**src/rtl/bnn_result_filter.sv**
```systemverilog
// bnn_result_filter: debounces the per-sample BNN class code. A class is accepted only
// after STABLE_COUNT consecutive equal valid samples. The accepted class is presented as
// a registered digit, a 7-segment pattern, a valid flag and a one-cycle update pulse.
module bnn_result_filter #(
    parameter int unsigned STABLE_COUNT = 4,   // 1..15
    parameter int unsigned TIMEOUT      = 255  // 0..255, 0 disables
) (
    input  logic       clk,
    input  logic       reset,
    input  logic [3:0] class_in,
    input  logic       class_valid,
    output logic [3:0] digit,
    output logic [6:0] seg,
    output logic       digit_valid,
    output logic       update
);

    localparam logic [3:0] StableCnt  = STABLE_COUNT[3:0];
    localparam logic [8:0] TimeoutCnt = {1'b0, TIMEOUT[7:0]};
    localparam logic       TimeoutEn  = (TIMEOUT != 0);

    // Segment pattern for a normalised code; anything that is not 0-9 is a dash.
    function automatic logic [6:0] seg_decode(input logic [3:0] code);
        logic [6:0] pat;
        pat = 7'h40;
        case (code)
            4'd0:    pat = 7'h3F;
            4'd1:    pat = 7'h06;
            4'd2:    pat = 7'h5B;
            4'd3:    pat = 7'h4F;
            4'd4:    pat = 7'h66;
            4'd5:    pat = 7'h6D;
            4'd6:    pat = 7'h7D;
            4'd7:    pat = 7'h07;
            4'd8:    pat = 7'h7F;
            4'd9:    pat = 7'h6F;
            default: pat = 7'h40;
        endcase
        return pat;
    endfunction

    logic [3:0] cand_q, cand_d;
    logic [3:0] cnt_q, cnt_d;
    logic [7:0] idle_q, idle_d;
    logic       shown_q, shown_d;
    logic [3:0] digit_q, digit_d;
    logic [6:0] seg_q, seg_d;
    logic       digit_valid_q, digit_valid_d;
    logic       update_q, update_d;

    logic [3:0] norm;
    logic       is_empty;
    logic       is_locked;
    logic       extends_run;
    logic [3:0] new_cnt;
    logic       accept;
    logic [8:0] idle_inc;

    // Input normalisation and run bookkeeping shared by the next-state logic.
    always_comb begin
        norm = class_in;
        if (class_in >= 4'd10) begin
            norm = 4'hF;
        end
        is_empty    = (cnt_q == 4'd0);
        is_locked   = (cnt_q == StableCnt);
        extends_run = !is_empty && (norm == cand_q);
        if (extends_run) begin
            new_cnt = is_locked ? cnt_q : cnt_q + 4'd1;
        end else begin
            new_cnt = 4'd1;
        end
        // A restarted run counts as not-yet-locked, so STABLE_COUNT=1 accepts each new code.
        accept   = class_valid && (new_cnt == StableCnt) && !(extends_run && is_locked) &&
                   ((norm != digit_q) || !shown_q);
        idle_inc = {1'b0, idle_q} + 9'd1;
    end

    // Next-state for the run tracker, idle timer and output registers.
    always_comb begin
        cand_d        = cand_q;
        cnt_d         = cnt_q;
        idle_d        = idle_q;
        shown_d       = shown_q;
        digit_d       = digit_q;
        seg_d         = seg_q;
        digit_valid_d = digit_valid_q;
        update_d      = 1'b0;

        if (class_valid) begin
            idle_d = 8'd0;
            cnt_d  = new_cnt;
            if (!extends_run) begin
                cand_d = norm;
            end
            if (accept) begin
                digit_d       = norm;
                seg_d         = seg_decode(norm);
                digit_valid_d = (norm <= 4'd9);
                shown_d       = 1'b1;
                update_d      = 1'b1;
            end
        end else begin
            // Gaps stall the run; only a long enough gap drops it.
            if (idle_q != 8'hFF) begin
                idle_d = idle_q + 8'd1;
            end
            if (TimeoutEn && (idle_inc == TimeoutCnt)) begin
                cnt_d  = 4'd0;
                idle_d = 8'd0;
            end
        end
    end

    // State registers with synchronous active-high reset.
    always_ff @(posedge clk) begin
        if (reset) begin
            cand_q        <= 4'hF;
            cnt_q         <= 4'd0;
            idle_q        <= 8'd0;
            shown_q       <= 1'b0;
            digit_q       <= 4'hF;
            seg_q         <= 7'h00;
            digit_valid_q <= 1'b0;
            update_q      <= 1'b0;
        end else begin
            cand_q        <= cand_d;
            cnt_q         <= cnt_d;
            idle_q        <= idle_d;
            shown_q       <= shown_d;
            digit_q       <= digit_d;
            seg_q         <= seg_d;
            digit_valid_q <= digit_valid_d;
            update_q      <= update_d;
        end
    end

    assign digit       = digit_q;
    assign seg         = seg_q;
    assign digit_valid = digit_valid_q;
    assign update      = update_q;

endmodule

```
**config.mk**
```make
export PLATFORM = sky130hd
export DESIGN_NAME = bnn_result_filter
export DESIGN_NICKNAME = d
export VERILOG_FILES = /design/src/rtl/bnn_result_filter.sv
export SDC_FILE = /design/constraint.sdc
export NUM_CORES = 1
export LEC_CHECK = 0
export CAP_MARGIN = 40
export CORE_MARGIN = 1.5
export CORE_UTILIZATION = 40
export CTS_BUF_LIST = sky130_fd_sc_hd__clkbuf_4 sky130_fd_sc_hd__clkbuf_8 sky130_fd_sc_hd__clkbuf_16
export DETAILED_ROUTE_END_ITERATION = 10
export PLACE_DENSITY_LB_ADDON = 0.12
export SLEW_MARGIN = 0
export SYNTH_ARGS = -nofsm -noshare
export SYNTH_HDL_FRONTEND = slang
export SYNTH_SLANG_ARGS = --single-unit
```
**constraint.sdc**
```tcl
create_clock -name clk -period 2.16 [get_ports clk]
set_input_delay 0.432 -clock clk [delete_from_list [all_inputs] [get_ports clk]]
set_output_delay 0.432 -clock clk [all_outputs]
set_load 0.01 [all_outputs]
```
==> flow_metrics.tcl <==
set metrics [dict create \
    seq_area_frac_synth 0.3496 \
    h-tree-depth 2 \
    grt_pass1_vias 1561 \
    fin_area_um2 2283 \
    fin_nets 276 \
    synthDistinctLibCells 40 \
    layout_common_cells "dfxtp_1, buf_4, nor2_1, nand2_1, inv_1" \
    grt.busiest_layer "met2" \
    dpl.hpwl_um 3177 \
    numCtsBuffers 5 \
    cp.arrival_ns 2.27 \
    routed_via_density 5.296 \
    pre_cts_ws_ns -0.5451 \
    synth_fp_nets 229 \
    final_hold_viol_count 0 \
    required_ns 2.33 \
    timing.final.ws_setup_ns 0.05504 \
    path_max_fanout 4 \
    seqPwrFrac 0.479 \
    finClkSkew_ns 0.007069 \
    whs_ns 0.4609 \
    grt_usage 0.2005 \
    hold_class "reg2reg" \
    combPwrFrac 0.154 \
    cap_viol_max_count 0 \
    placedCellCount 295 \
    internal_power_uw 895.6 \
    grt_pass1_wl_um 6962 \
    worstSetupPathType "reg2reg" \
    power_uw 1191 \
    wirelength_um 4229 \
    initial_utilization 0.4234 \
    synthCells 211 \
    portBuffers 19 \
    layout_commonest_cell "dfxtp_1" \
    die_h_um 68.54 \
    dieWidth_um 68.54 \
    routabilityCongestion 0.7795 \
    wire_per_inst_um 13.78 \
    period_share 0.9745 \
    grt.met2_usage 0.3570 \
    synth_edf_count 0 \
    worstSkewPairLatency_ns 0.28 \
    ctsHoldBuffers 0 \
    max_slew_margin 0.5629 \
    area_growth_syn_to_layout_pct 32.92 \
    root_buffer "clkbuf_8" \
    setup_viol 0 \
    power_leakage_uw 0.0009951 \
    drcViolationCount 0 \
    yosysWarnings 0 \
    coreArea_um2 4058 \
    cp-end-kind "register" \
    drt_iter0_markers 66 \
    dieArea_um2 4697 \
    ant_nets 0 \
    max_freq_ghz 0.4751 \
    irDropWorstVdd_uv 199.5 \
    final_cells 307 \
    cts.reportedPaths.clkPinSlew_ns 0.06 \
    grt_max_degree 16 \
    netSwitchingFraction 0.2481 \
    num_antenna_cells 0 \
    dpl_cell_area_um2 2106 \
    synth_area_per_cell_um2 8.142 \
    p_clk_frac 0.367 \
    cts_tree "done" \
    vias 1626 \
    clk_path_buf_depth 2 \
    worst_pin_slew_ns 0.6472 \
    switching_power_uw 295.6 \
    p_per_area_nw_per_um2 521.6 \
    fin_crit_ns 2.105 \
    synth_ff_type "dfxtp_1" \
    synth-seq-cells 30 \
    use_met3 0.05682 \
    slew_viol_final 0 \
    startpoint_type "register" \
    io_pins 20 \
    async_flop_share 0 \
    syn_area_um2 1718 \
    grt_use_met1 0.2342 \
    firstDrtPassIters 4 \
    antenna_found_initial 0 \
    core.rowCount 23 \
    grt_remaining_overflow 0 \
    final_layout_size_suffix_gt1_frac 0.2062 \
    cts.sinks 30 \
    status "finished, final reports clean" \
]
## repair_timing
action | CTS | global route
pin swaps | 3 | 2
setup endpoints to repair | 14 | 13
gates resized for setup | 14 | 7
endpoints found under the hold margin | 0 | 0
buffers inserted | 5 | 1
## state kept, by name, indices dropped and copies added, names as in the netlist
signal       cells
cnt_q            4
digit_valid      1
cand_q           4
update           1
digit            4
seg              7
shown_q          1
idle_q           8
## power by group through the flow
stage | Sequential [µW] | Combinational [µW] | Clock (µW)
after floorplan | 580 | 93.7 | 0
after global placement | 581 | 159 | 0
after detailed placement | 581 | 164 | 0
after CTS | 569 | 176 | 457
after global routing | 570 | 203 | 484
final | 570 | 184 | 437
## final timing paths
kind,start,cells past startpoint,endpoint,slack (ns)
max,cnt_q[1],7,seg[0],0.06
max reg2reg,cnt_q[1],7,seg[0],0.06
min reg2reg,shown_q,2,shown_q,0.46
min,shown_q,2,shown_q,0.46
## metal layers
layer	wire (µm)	vias to the layer above
li1	-	825
met1	1829	755
met2	2131	40
met3	225	6
met4	42	0
met5	0	-
## critical path: stages, from the launching register on
cell and delay [ns]:
dfxtp_2 0.35, inv_1 0.07, ha_1 0.22, nand2b_1 0.13, o221ai_1 0.15, a211o_1 0.27, a2111o_1 0.47, mux2_4 0.33
## synthesized netlist by cell type, drive strengths merged, types with 2 or more instances
master  count  area [µm²]
dfxtp      30       600.6
nor2       25       93.84
nand2      18       67.56
a21oi      17       92.59
inv        17       63.81
o21ai      15       75.07
mux2i      12       120.1
ha         11       137.6
nand3       9       45.04
clkbuf      6       22.52
buf         5       37.53
xnor2       5       43.79
nor3        4       20.02
nor2b       3       18.77
o221ai      3       26.28
o22ai       3       18.77
or2         3       18.77
a211oi      2       15.01
a21o        2       15.01
mux2        2       22.52
nand2b      2       12.51
nor4bb      2       20.02
o311ai      2       17.52
## cell type report
| class | instances | area [µm²] |
|---|---|---|
| inverters | 17 | 63.81 |
| clock buffers | 6 | 82.58 |
| multi-input cells | 153 | 1032 |
| flip-flops and latches | 30 | 601.8 |
| well taps | 50 | 62.56 |
| fillers | 371 | 1774 |
| repair buffers | 51 | 440.4 |
## kinds of logic (layout without fill, tap and decap cells)
logic type               after synthesis  after routing  share of synthesized area
AND/OR/NAND/NOR                       68             68                     0.1814
flip-flops                            30             30                     0.3496
AO/OA/AOI/OAI                         53             53                     0.1974
XOR/XNOR                               6              6                    0.03059
adder cells (fa/ha/maj)               12             12                    0.08594
buffers and inverters                 28             74                    0.07210
multiplexers                          14             14                    0.08303
## metrics by stage
stage / TNS (ns) / utilization
floorplan: 0 / -
global placement: -6.252 / 0.5190
detailed placement: -7.605 / 0.5190
CTS: 0 / 0.5566
global route: -0.04438 / 0.5628
finish: 0 / 0.5628
Note: power is estimated with default switching activity, not from simulation.
